### config.mk
export PLATFORM = sky130hd
export DESIGN_NAME = multicycle_control_fsm
export DESIGN_NICKNAME = d
export VERILOG_FILES = /design/src/rtl/multicycle_control_fsm_pkg.sv /design/src/rtl/multicycle_control_fsm_opcode_class_decoder.sv /design/src/rtl/multicycle_control_fsm.sv
export SDC_FILE = /design/constraint.sdc
export NUM_CORES = 1
export LEC_CHECK = 0
export ABC_AREA = 1
export CAP_MARGIN = 20
export CORE_ASPECT_RATIO = 1.25
export CORE_MARGIN = 2
export CORE_UTILIZATION = 34
export DETAILED_ROUTE_END_ITERATION = 6
export HOLD_SLACK_MARGIN = 0.15
export PLACE_DENSITY = 0.63
export SLEW_MARGIN = 40
export SYNTH_ARGS = -nofsm -noshare
export SYNTH_HDL_FRONTEND = slang
export SYNTH_SLANG_ARGS = --single-unit
### constraint.sdc
create_clock -name clk -period 4.7 [get_ports clk]
set_input_delay 0.47 -clock clk [delete_from_list [all_inputs] [get_ports clk]]
set_output_delay 0.47 -clock clk [all_outputs]
set_load 0.05 [all_outputs]
### src/rtl/multicycle_control_fsm_pkg.sv
// rtl/multicycle_control_fsm_pkg.sv - states, opcode classes and datapath select encodings
package multicycle_control_fsm_pkg;

  typedef enum logic [2:0] {
    S_IF   = 3'd0,
    S_ID   = 3'd1,
    S_EX   = 3'd2,
    S_MEM  = 3'd3,
    S_WB   = 3'd4,
    S_HALT = 3'd5
  } state_t;

  localparam logic [6:0] OPC_R      = 7'b0110011;
  localparam logic [6:0] OPC_I      = 7'b0010011;
  localparam logic [6:0] OPC_LOAD   = 7'b0000011;
  localparam logic [6:0] OPC_STORE  = 7'b0100011;
  localparam logic [6:0] OPC_BRANCH = 7'b1100011;
  localparam logic [6:0] OPC_JAL    = 7'b1101111;
  localparam logic [6:0] OPC_JALR   = 7'b1100111;
  localparam logic [6:0] OPC_SYSTEM = 7'b1110011;

  localparam logic [1:0] ALU_OP_ADD    = 2'd0;
  localparam logic [1:0] ALU_OP_BRANCH = 2'd1;
  localparam logic [1:0] ALU_OP_FUNCT  = 2'd2;

  localparam logic [1:0] WB_SEL_ALUOUT = 2'd0;
  localparam logic [1:0] WB_SEL_MDR    = 2'd1;
  localparam logic [1:0] WB_SEL_PC     = 2'd2;

  localparam logic [1:0] SRC_A_PC     = 2'd0;
  localparam logic [1:0] SRC_A_A      = 2'd1;
  localparam logic [1:0] SRC_A_OLD_PC = 2'd2;

  localparam logic [1:0] SRC_B_B    = 2'd0;
  localparam logic [1:0] SRC_B_FOUR = 2'd1;
  localparam logic [1:0] SRC_B_IMM  = 2'd2;

  typedef struct packed {
    logic arith_r;
    logic arith_i;
    logic load;
    logic store;
    logic branch;
    logic jal;
    logic jalr;
    logic ecall;
    logic illegal;
  } op_class_t;

endpackage

### src/rtl/multicycle_control_fsm_opcode_class_decoder.sv
// rtl/multicycle_control_fsm_opcode_class_decoder.sv - IR opcode to one-hot instruction class
module opcode_class_decoder
  import multicycle_control_fsm_pkg::*;
(
  input  logic [6:0] opcode,
  output op_class_t  op_class
);

  // The whole SYSTEM opcode is treated as ECALL; funct fields are not visible here.
  always_comb begin
    op_class = '0;
    case (opcode)
      OPC_R:      op_class.arith_r = 1'b1;
      OPC_I:      op_class.arith_i = 1'b1;
      OPC_LOAD:   op_class.load    = 1'b1;
      OPC_STORE:  op_class.store   = 1'b1;
      OPC_BRANCH: op_class.branch  = 1'b1;
      OPC_JAL:    op_class.jal     = 1'b1;
      OPC_JALR:   op_class.jalr    = 1'b1;
      OPC_SYSTEM: op_class.ecall   = 1'b1;
      default:    op_class.illegal = 1'b1;
    endcase
  end

endmodule

### src/rtl/multicycle_control_fsm.sv
// rtl/multicycle_control_fsm.sv - IF/ID/EX/MEM/WB sequencer and retired-instruction counter
module multicycle_control_fsm
  import multicycle_control_fsm_pkg::*;
#(
  parameter int CNT_W = 32
) (
  input  logic             clk,
  input  logic             reset,
  input  logic [6:0]       opcode,
  input  logic             alu_bcond,
  input  logic             mem_ready,
  output logic             ir_write,
  output logic             pc_write,
  output logic             pc_source,
  output logic             iord,
  output logic             mem_read,
  output logic             mem_write,
  output logic             reg_write,
  output logic [1:0]       wb_sel,
  output logic [1:0]       alu_src_a,
  output logic [1:0]       alu_src_b,
  output logic [1:0]       alu_op,
  output logic             is_halted,
  output logic [CNT_W-1:0] instr_count
);

  state_t    state, next_state;
  op_class_t cls;
  logic      ir_w, pc_w, mem_r, mem_w, reg_w, count_inc;

  opcode_class_decoder u_dec (
    .opcode   (opcode),
    .op_class (cls)
  );

  always_ff @(posedge clk or posedge reset) begin
    if (reset) begin
      state       <= S_IF;
      instr_count <= '0;
    end else begin
      state <= next_state;
      if (count_inc)
        instr_count <= instr_count + 1'b1;
    end
  end

  always_comb begin
    next_state = state;
    ir_w       = 1'b0;
    pc_w       = 1'b0;
    mem_r      = 1'b0;
    mem_w      = 1'b0;
    reg_w      = 1'b0;
    pc_source  = 1'b0;
    iord       = 1'b0;
    wb_sel     = WB_SEL_ALUOUT;
    alu_src_a  = SRC_A_PC;
    alu_src_b  = SRC_B_B;
    alu_op     = ALU_OP_ADD;
    is_halted  = 1'b0;
    case (state)
      S_IF: begin
        mem_r     = 1'b1;
        alu_src_b = SRC_B_FOUR;
        if (mem_ready) begin
          ir_w       = 1'b1;
          pc_w       = 1'b1;
          next_state = S_ID;
        end
      end
      S_ID: begin
        alu_src_a = SRC_A_OLD_PC;
        alu_src_b = SRC_B_IMM;
        if (cls.ecall)        next_state = S_HALT;
        else if (cls.illegal) next_state = S_IF;
        else                  next_state = S_EX;
      end
      S_EX: begin
        next_state = S_IF;
        if (cls.arith_r) begin
          alu_src_a  = SRC_A_A;
          alu_op     = ALU_OP_FUNCT;
          next_state = S_WB;
        end else if (cls.arith_i) begin
          alu_src_a  = SRC_A_A;
          alu_src_b  = SRC_B_IMM;
          alu_op     = ALU_OP_FUNCT;
          next_state = S_WB;
        end else if (cls.load || cls.store) begin
          alu_src_a  = SRC_A_A;
          alu_src_b  = SRC_B_IMM;
          next_state = S_MEM;
        end else if (cls.branch) begin
          alu_src_a = SRC_A_A;
          alu_op    = ALU_OP_BRANCH;
          pc_w      = alu_bcond;
          pc_source = 1'b1;
        end else if (cls.jal) begin
          // rd takes the pre-update PC because both writes share this edge
          pc_w      = 1'b1;
          pc_source = 1'b1;
          reg_w     = 1'b1;
          wb_sel    = WB_SEL_PC;
        end else if (cls.jalr) begin
          alu_src_a = SRC_A_A;
          alu_src_b = SRC_B_IMM;
          pc_w      = 1'b1;
          reg_w     = 1'b1;
          wb_sel    = WB_SEL_PC;
        end
      end
      S_MEM: begin
        iord  = 1'b1;
        mem_r = cls.load;
        mem_w = cls.store;
        if (mem_ready)
          next_state = cls.load ? S_WB : S_IF;
      end
      S_WB: begin
        reg_w      = 1'b1;
        wb_sel     = cls.load ? WB_SEL_MDR : WB_SEL_ALUOUT;
        next_state = S_IF;
      end
      S_HALT: is_halted = 1'b1;
      default: next_state = S_IF;
    endcase
  end

  assign count_inc = ((next_state == S_IF) && (state inside {S_ID, S_EX, S_MEM, S_WB})) ||
                     ((next_state == S_HALT) && (state != S_HALT));

  // Enables are gated directly by reset so nothing can fire before the state register settles.
  assign ir_write  = ir_w  & ~reset;
  assign pc_write  = pc_w  & ~reset;
  assign mem_read  = mem_r & ~reset;
  assign mem_write = mem_w & ~reset;
  assign reg_write = reg_w & ~reset;

endmodule
After elaboration in Yosys (flattened, before gate mapping)

Cells that the tools add are included.

Word-level logic and storage cells: 99
Bits in registers: 35

Eq/ne operators: 15
Multiplexer cells: 67
$add $sub $neg: 1
Bitwise logic cells: 6
Reductions and logical operators: 8

Operator list:

| cell                                                                   | count |
|---|---|
| 1-bit two-way mux                                                      | 38 |
| 32-bit by 1-bit adder with 32-bit output (second input constant)       | 1 |
| 2-bit two-way mux                                                      | 16 |
| 7-bit equality test (second input constant)                            | 4 |
| 3-bit two-way mux                                                      | 6 |
| 3-bit one-hot mux with 5 select lines                                  | 1 |
| 7-bit by 6-bit equality test with 1-bit output (second input constant) | 2 |
| 3-bit equality test (second input constant)                            | 3 |
| 2-bit one-hot mux with 2 select lines                                  | 2 |
| 8-bit OR reduction                                                     | 1 |
| 7-bit by 2-bit equality test with 1-bit output (second input constant) | 1 |
| 7-bit by 5-bit equality test with 1-bit output (second input constant) | 1 |
| 3-bit by 2-bit equality test with 1-bit output (second input constant) | 2 |
| 3-bit zero test                                                        | 2 |
| 1-bit one-hot mux with 2 select lines                                  | 3 |
| 2-bit one-hot mux with 3 select lines                                  | 1 |
| 1-bit AND                                                              | 5 |
| 4-bit nonzero test                                                     | 1 |
| 3-bit by 1-bit equality test with 1-bit output (second input constant) | 1 |
| 3-bit != test (second input constant)                                  | 1 |
| 1-bit logical AND                                                      | 2 |
| 1-bit logical OR                                                       | 2 |
| 1-bit inverter                                                         | 1 |

Depth between registers and ports, before layout

Gate-level depths: netlist of the first run.

Word-level depth: 10
Depth in mapped cells: 12
Mapped depth without buffers: 11

Modules after synthesis

Synthesis of the first run repeated with hierarchy kept, for this count alone.

Cell total of the unflattened synthesis: 457
Area, all modules: 2,771.4 um^2

Modules (own cells, without submodules):

| module                 | cells each | times used | area an instance (um^2) |
|---|---|---|---|
| multicycle_control_fsm | 425        | 1          | 2,618.8 |
| opcode_class_decoder   | 32         | 1          | 152.6 |

Worst setup path after synthesis of the first run

Ideal clock, no wire load.

Path kind: input to output
Start: in opcode[1]
End: out pc_write
Data required time: 4,230 ps
Arrival time: 2,397 ps
Path buffers: 0
Slack: 1,833 ps
Stages: 9
Cells stage by stage: nand2_1 -> inv_1 -> nand2_1 -> nor2_1 -> inv_1 -> nand2_1 -> nor2_1 -> nor3_1 -> nor2_1

Cells in the longest elaborated chain, start to end: 10
Elaborated cells on any way between the ends: 23

Ends and longest elaborated chain:

| item                                      | RTL line                                          | text |
|---|---|---|
| start, declared                           | multicycle_control_fsm.sv:9                       | `input logic [6:0] opcode,` |
| 7-bit equality test                       | multicycle_control_fsm_opcode_class_decoder.sv:12 | `case (opcode)` |
| 1-bit two-way mux                         | multicycle_control_fsm_opcode_class_decoder.sv:12 |  |
| 1-bit two-way mux                         | multicycle_control_fsm.sv:104                     | `end else if (cls.jalr) begin` |
| 1-bit two-way mux                         | multicycle_control_fsm.sv:98                      | `end else if (cls.jal) begin` |
| 1-bit two-way mux                         | multicycle_control_fsm.sv:93                      | `end else if (cls.branch) begin` |
| 1-bit two-way mux                         | multicycle_control_fsm.sv:89                      | `end else if (cls.load \|\| cls.store) begin` |
| 1-bit two-way mux                         | multicycle_control_fsm.sv:84                      | `end else if (cls.arith_i) begin` |
| 1-bit two-way mux (*)                     | multicycle_control_fsm.sv:80                      | `if (cls.arith_r) begin` |
| 1-bit one-hot mux with 2 select lines (*) | multicycle_control_fsm.sv:61                      | `case (state)` |
| 1-bit AND (*)                             | multicycle_control_fsm.sv:134                     | `assign pc_write = pc_w & ~reset;` |
| end, declared                             | multicycle_control_fsm.sv:13                      | `output logic pc_write,` |

Every way passes the cells marked *; elsewhere a longest branch is shown, timed or not.

Final worst setup path of the first run

Start: in opcode[3]
End: out pc_write

The elaborated chain is that of the path after synthesis.

==> results by group, run 1 <==
Status
  • Outcome: finished clean

Synth
  • Syn Inst Count: 391
  • Mean post-synth cell area: 6.60 sq um
  • Yosys warns: 0
  • Synth Cell Area: 2580 sq um
  • Adder-Cell Fraction of Synth Area: 0.00485
  • Top cell type's share of synthesized area: 0.339
  • Multiplexer share of the synthesized area: 0
  • Syn Nets: 403
  • Flops & latches, synth: 35
  • Synth Area in Simple Gates: 0.464
  • Main combinational cell family by area after synthesis: simple AND/OR/NAND/NOR gates
  • Yosys top cell by area: dfrtp_1
  • Synth Area in Compound Gates: 0.0238
  • Number of distinct library cells after synthesis: 24
  • Synth area leaders: dfrtp_1 (34%), nand2_1 (22%), nor2_1 (10%)
  • XOR/XNOR Fraction of Synth Area: 0.0950
  • Sequential share of the synthesized area: 0.339

Detailed routing
  • WL met2: 3400 um
  • Vias post-DR: approximately 2600
  • Highest Signal Layer: met4
  • DRC: 0
  • Initial DRC count: 175
  • Antenna-violating nets left: 0
  • Initial DRT Pass Iterations: 7
  • Met3 routed WL: ~210 um
  • Vias/cell: 4.73
  • WL/cell: 12.6 um
  • Routed WL: between 6000 and 7000 um
  • Post-Route M1 WL: 3100 um

Timing
  • Post-route minimum period: 3.13 ns
  • Slew @ Worst Pin: 0.518 ns
  • Fin crit share: 0.666
  • RSZ-0062 raised after global routing: no
  • Worst setup margin: 1.57 ns
  • Final hold violation count: 0
  • Hold slack: approximately 0.53 ns
  • Clock skew: 0.00166 ns
  • Slew HR: 0.654
  • Fmax: 0.319 GHz
  • Max Transition Viols Final: 0
  • TNS Setup: 0 ns
  • Setup violators final: 0

Worst setup path
  • CP max stage cell: clkdlybuf4s50_1
  • Critical path type: in -> out
  • Worst path arrival time: approximately 2.7 ns
  • Reg2Reg Depth: 8
  • Critical path launch point type: primary input
  • RR Endpoint: instr_count[12]
  • Cell family with most CP delay: buffers and inverters
  • Reg2Reg Setup Slack: ~2.4 ns
  • Cell breakdown of the critical path: clkdlybuf4s50_1 > nor2_1 > nand2_1 > nor2_1 > inv_1 > nand2_1 > nor2_1 > nor3_1 > nor2_1 > clkdlybuf4s50_1
  • Critical Path RT: 4.23 ns
  • Buffer and inverter count on the worst path: 3
  • Crit path depth: 10
  • Max incr delay on CP: between 0.8 and 0.9 ns
  • CP Max Fanout: 6
  • Crit end category: output port
  • Most Frequent Cell on Critical Path: nor2_1
  • Worst reg2reg path startpoint: state[2]

Placed design
  • Port bufs: 58
  • Placed Cells: 532
  • Routability cong.: a little under 1
  • DP HPWL: 5190 um
  • Pre-CTS setup slack: 1.60 ns

Clock network
  • CTS root buffer: clkbuf_8
  • Post-CTS Setup Repair Bufs: 0
  • CTS tree: yes
  • Worst-case clock buffer depth: 2
  • Post-CTS Resized: 0
  • # hold bufs at CTS: 0
  • TritonCTS buffer count: 5
  • H-tree Lvls: 2
  • Skew-Pair Late Insertion Delay: 0.29 ns
  • Clock transition at path regs: 0.06 ns
  • Clk sink count: 35

Global routing
  • Largest net degree at the start of global routing: 36
  • Initial antenna violation count: 0
  • Vias in the first global route: 2457
  • First-pass GRT wire length: 11500 um
  • Tot GR Track Use: 0.175
  • Overflow left after global routing: 0

Worst hold path
  • Hold Crit Class: reg -> reg
  • Min-delay src: instr_count[31]
  • Hold Crit Depth: 2
  • Hold EP: instr_count[31]

Final layout
  • Share of cells above drive strength 1: 0.0491
  • Syn-to-layout area delta: 28.6%
  • Fin nets: 459
  • Fill cell count: roughly 760
  • ANT cells: 0
  • Final std cells w/o fill: 540

Power
  • Leakage: 1.47 nW
  • Power density over the cells: 250 nW/um^2
  • Max IR drop VDD: 0.131 mV

Floorplanning
  • Number of cell rows: 35
  • Die footprint: 8310 sq um
  • Ports: 59
  • Core area: between 7000 and 8000 sq um
  • Initial Util: 0.351
  • DIE HEIGHT: 101 um
  • Die width: 81.9 um

Flow run
  • Max Cap Viol: 0
## worst max path at each step
stage / startpoint / endpoint / slack, ns
2_1_floorplan: opcode[1] / pc_write / 1.83
3_3_place_gp: opcode[5] / alu_src_b[1] / 1.65
3_5_place_dp: opcode[5] / alu_src_b[1] / 1.60
4_1_cts: opcode[3] / pc_write / 1.60
5_1_grt: opcode[3] / alu_src_b[1] / 1.39
6_report: opcode[3] / pc_write / 1.57
## sequential cells by signal (all words and copies together) (netlist names)
register,flops
state,3
instr_count,32
## cells in the final DEF (no fill, tap or decap), drive strengths merged
cell	Yosys	routed
nor2	73	73
buf	12	3
nand4	34	34
o21ai	4	4
clkbuf	0	8
xor2	13	13
nor3	6	6
a21oi	6	6
nand3b	2	2
ha	1	1
clkdlybuf4s50	0	58
nand2	152	152
dfrtp	35	35
inv	29	29
xnor2	15	15
nand3	9	9
## cells by family (layout without fill, tap and decap cells)
| logic type | Yosys count | after routing |
|---|---|---|
| simple gates | 276 | 276 |
| buf+inv | 41 | 98 |
| flops | 35 | 35 |
| xor+xnor | 28 | 28 |
| compound gates | 10 | 10 |
| fa+ha+maj | 1 | 1 |
## synthesized netlist by cell type
library cell,instances
nor3_4,1
xnor2_1,15
inv_2,2
nor2_1,70
xor2_1,13
nor3_2,2
ha_1,1
nand3_4,1
a21oi_1,5
nor3_1,3
nand2_4,1
nand2_2,1
dfrtp_1,35
o21ai_0,3
o21ai_1,1
nand3b_1,2
buf_6,3
buf_2,9
inv_1,27
a21oi_4,1
nor2_2,3
nand4_1,34
nand2_1,150
nand3_1,8
## routing by layer
| layer | vias up | global-route usage |
|---|---|---|
| met1 | 1141 | 0.225 |
| met4 | 0 | 0.0462 |
| li1 | 1358 | - |
| met3 | 7 | 0.0276 |
| met2 | 46 | 0.304 |
| met5 | - | 0 |
## area by class of cell
| type | count | area [sq um] | area share |
|---|---|---|---|
| multi-input combinational | 315 | 1520 | 0.457 |
| sequential | 35 | 876 | 0.264 |
| timing repair buffer | 61 | 603 | 0.182 |
| tap | 92 | 115 | 0.0347 |
| inverter | 29 | 109 | 0.0328 |
| clock buffer | 8 | 100 | 0.0301 |
## stage by stage
step                      area [sq um]   util  power [mW]
after floorplan                   2580      -       0.528
after detailed placement          3220  0.438       0.603
after CTS                         3320  0.451       0.843
after global routing              3320  0.451       0.879
after global placement            3220  0.438       0.600
final                             3320  0.451       0.830
## where the power goes
| part | switching, mW | internal (mW) | leakage (nW) | total (mW) |
|---|---|---|---|---|
| Sequential | 0.0266 | 0.320 | 0.482 | 0.347 |
| Combinational | 0.170 | 0.0770 | 0.938 | 0.247 |
| Clock | 0.102 | 0.134 | 0.0515 | 0.236 |
## worst reg2reg max path, stage by stage, from the launching register on
cell,delay (ns)
dfrtp_1,0.46
nor3_2,0.42
nand3_1,0.16
nand2_2,0.16
nor2_2,0.08
nand2_4,0.29
nand3_4,0.40
nand2_1,0.16
nand2_1,0.06
(Power assumes the default switching activity.)
==> inputs of run 2 (changes only) <==
--- a/config.mk
+++ b/config.mk
@@ -12,7 +12,7 @@
 export CORE_UTILIZATION = 34
 export DETAILED_ROUTE_END_ITERATION = 6
 export HOLD_SLACK_MARGIN = 0.15
-export PLACE_DENSITY = 0.63
+export PLACE_DENSITY = 0.65
 export SLEW_MARGIN = 40
 export SYNTH_ARGS = -nofsm -noshare
 export SYNTH_HDL_FRONTEND = slang
==> constraint.sdc (replaced) <==
create_clock -name clk -period 2.6 [get_ports clk]
set_input_delay 0.26 -clock clk [delete_from_list [all_inputs] [get_ports clk]]
set_output_delay 0.26 -clock clk [all_outputs]
set_load 0.05 [all_outputs]
==> run 2 against run 1 <==
Clock-buffer cell count is the same. Die area is the same. Critical path depth decreased by 5. Clock power is 87% higher. Via count grew 2.5%. Clock skew rose by 0.0023 ns. Worst setup slack got worse by 1.3 ns. Highest routed layer unchanged. Sequential share of layout area is 0.43 points lower. Hold slack worse by 0.0059 ns. Critical endpoint is now is_halted. Total power rose by 84%. Critical path type is now reg -> out. Register-to-register slack worse by 1.8 ns.
==> results by group, run 2 (synthesis results as in run 1) <==
Clock network
  • CTS root buffer: clkbuf_8 (unchanged)
  • # hold bufs at CTS: 0 (unchanged)
  • Skew-Pair Late Insertion Delay: 0.29 ns (about the same)
  • Post-CTS Setup Repair Bufs: 0 (unchanged)
  • Post-CTS Resized: 0 (unchanged)
  • Worst-case clock buffer depth: 2 (unchanged)
  • CTS tree: yes (unchanged)
  • Clk sink count: 35 (unchanged)
  • Clock transition at path regs: 0.07 ns (was 0.06 ns)
  • TritonCTS buffer count: 5 (unchanged)
  • H-tree Lvls: 2 (unchanged)

Global routing
  • Overflow left after global routing: 0 (unchanged)
  • Gr busiest metal: met2 (unchanged)
  • Initial antenna violation count: 0 (unchanged)
  • First-pass GRT wire length: 11500 um (unchanged)
  • Largest net degree at the start of global routing: 36 (unchanged)
  • Vias in the first global route: 2510 (was 2457)
  • GR Layer Usage met3: 0.0241 (was 0.0276)
  • Tot GR Track Use: 0.176 (was 0.175)
  • Routing usage on met2: 0.306 (was 0.304)
  • Met1 Use GR: 0.226 (was 0.225)

Timing
  • Slew @ Worst Pin: 0.539 ns (was 0.518 ns)
  • Final hold violation count: 0 (unchanged)
  • Setup violators final: 0 (unchanged)
  • Fin crit share: 0.898
  • Fmax: 0.428 GHz
  • RSZ-0062 raised after global routing: no (unchanged)
  • Post-route minimum period: 2.33 ns
  • Max Transition Viols Final: 0 (unchanged)
  • Clock skew: 0.00397 ns (was 0.00166 ns)
  • Slew HR: 0.638 (was 0.654)
  • TNS Setup: 0 ns (unchanged)

Placed design
  • Routability cong.: 0.974 (was 0.971)
  • DP HPWL: 5190 um (about the same)
  • Placed Cells: 533 (was 532)
  • Port bufs: 58 (unchanged)

Final layout
  • Most frequent cells in the layout: nand2_1 (150), nor2_1 (70), clkdlybuf4s50_1 (47) (was nand2_1 (150), nor2_1 (70), clkdlybuf4s50_1 (58))
  • ANT cells: 0 (unchanged)
  • Commonest non-fill, non-tap cell in the layout: nand2_1 (unchanged)
  • Largest registers: instr_count (32), state (3) (unchanged)
  • Top reg by flops: instr_count (unchanged)
  • Final std cells w/o fill: 541 (was 540)
  • Share of cells above drive strength 1: 0.0757 (was 0.0491)
  • Syn-to-layout area delta: 30.8% (was 28.6%)
  • Fin nets: 460 (was 459)
  • Max reg flops: 32 (unchanged)

Worst setup path
  • Cell breakdown of the critical path: inv_2 > nor2_1 > inv_1 > nor2_1 > clkdlybuf4s50_1 (was clkdlybuf4s50_1 > nor2_1 > nand2_1 > nor2_1 > inv_1 > nand2_1 > nor2_1 > nor3_1 > nor2_1 > clkdlybuf4s50_1)
  • Critical path launch point type: register (was primary input)
  • Critical path type: reg -> out (was in -> out)
  • Critical Path RT: 2.34 ns (was 4.23 ns)
  • CP Max Fanout: 4 (was 6)
  • Max incr delay on CP: 0.86 ns (was 0.81 ns)
  • Crit end category: output port (unchanged)
  • Most Frequent Cell on Critical Path: nor2_1 (unchanged)
  • Worst path arrival time: 2.07 ns (was 2.66 ns)
  • CP max stage cell: clkdlybuf4s50_1 (unchanged)

Detailed routing
  • Vias post-DR: 2616 (was 2552)
  • Routed WL: 6760 um (was 6800 um)
  • WL/cell: 12.5 um (was 12.6 um)
  • DRC: 0 (unchanged)
  • Initial DRT Pass Iterations: 4 (was 7)
  • Vias/cell: 4.84 (was 4.73)
  • Initial DRC count: 173 (was 175)
  • Antenna-violating nets left: 0 (unchanged)

Worst hold path
  • Hold Crit Class: in -> async (was reg -> reg)

Status
  • Outcome: finished clean (unchanged)

Floorplanning
  • Initial Util: 0.351 (unchanged)
  • Die width: 81.9 um (unchanged)
  • DIE HEIGHT: 101 um (unchanged)
  • Die footprint: 8310 sq um (unchanged)
  • Number of cell rows: 35 (unchanged)
  • Core area: 7360 sq um (unchanged)
  • Ports: 59 (unchanged)

Power
  • Max IR drop VDD: 0.188 mV (was 0.131 mV)
  • Power density over the cells: 451 nW/um^2 (was 250 nW/um^2)
  • Total power after layout: 1.52 mW (was 0.830 mW)
  • Leakage: 1.51 nW (was 1.47 nW)

Flow run
  • Max Cap Viol: 0 (unchanged)
## run 2: cell count changes in the layout (fill, tap and decap cells not counted)
cell	previous run	this run
buf_12	0	6
buf_4	3	9
clkdlybuf4s50_1	58	47
## run 2: final timing paths
kind / start / end / slack [ns] / depth (start not counted)
setup / recovery: state[0] / is_halted / 0.27 / 5
hold / removal: reset / state[2] / 0.52 / 3
setup reg to reg: instr_count[0] / instr_count[30] / 0.57 / 10
hold reg to reg: instr_count[31] / instr_count[31] / 0.53 / 2
max in group asynchronous: reset / instr_count[30] / 1.77 / 3
min in group clk: instr_count[31] / instr_count[31] / 0.53 / 2
## run 2: cell type report
type                            instances  area, sq um
Clock buffer                            8          100
Multi-Input combinational cell        315         1520
Inverter                               29          109
Timing Repair Buffer                   62          658
Tap cell                               92          115
Sequential cell                        35          876
Fill cell                             757         3980
## run 2: routing by layer
layer,share of wire,vias to the layer above
met5,0,-
met4,0.012,0
met3,0.032,11
met2,0.51,58
met1,0.44,1186
li1,-,1361
## run 2: per-stage QoR
| stage | area, sq um | setup slack, ns | util | hold slack (ns) |
|---|---|---|---|---|
| after floorplan | 2580 | 0.00585 | - | 0.423 |
| after global placement | 3280 | 0.420 | 0.445 | 0.511 |
| after detailed placement | 3280 | 0.374 | 0.445 | 0.518 |
| after CTS | 3380 | 0.277 | 0.459 | 0.534 |
| after global routing | 3380 | 0.140 | 0.459 | 0.600 |
| final | 3380 | 0.266 | 0.459 | 0.525 |
## run 2: report_power, final
part           switching (mW)  internal (mW)  leakage [nW]
registers              0.0486          0.578         0.482
logic                   0.309          0.146         0.981
clock network           0.200          0.242        0.0515
total                   0.557          0.966          1.51
## run 2: worst max-delay path: cells and delay by family (launching register included)
kind,cells,cell delay [ns]
flip-flops,1,0.39
buffers and inverters,3,1.01
AND/OR/NAND/NOR,2,0.38
==> inputs of run 3 (changes only) <==
--- a/config.mk
+++ b/config.mk
@@ -6,7 +6,8 @@
 export NUM_CORES = 1
 export LEC_CHECK = 0
 export ABC_AREA = 1
-export CAP_MARGIN = 20
+export ABC_CLOCK_PERIOD_IN_PS = 2600
+export CAP_MARGIN = 5
 export CORE_ASPECT_RATIO = 1.25
 export CORE_MARGIN = 2
 export CORE_UTILIZATION = 34
==> results of run 3 <==
No change in the layout: final DEF, timing and power equal those of run 2.
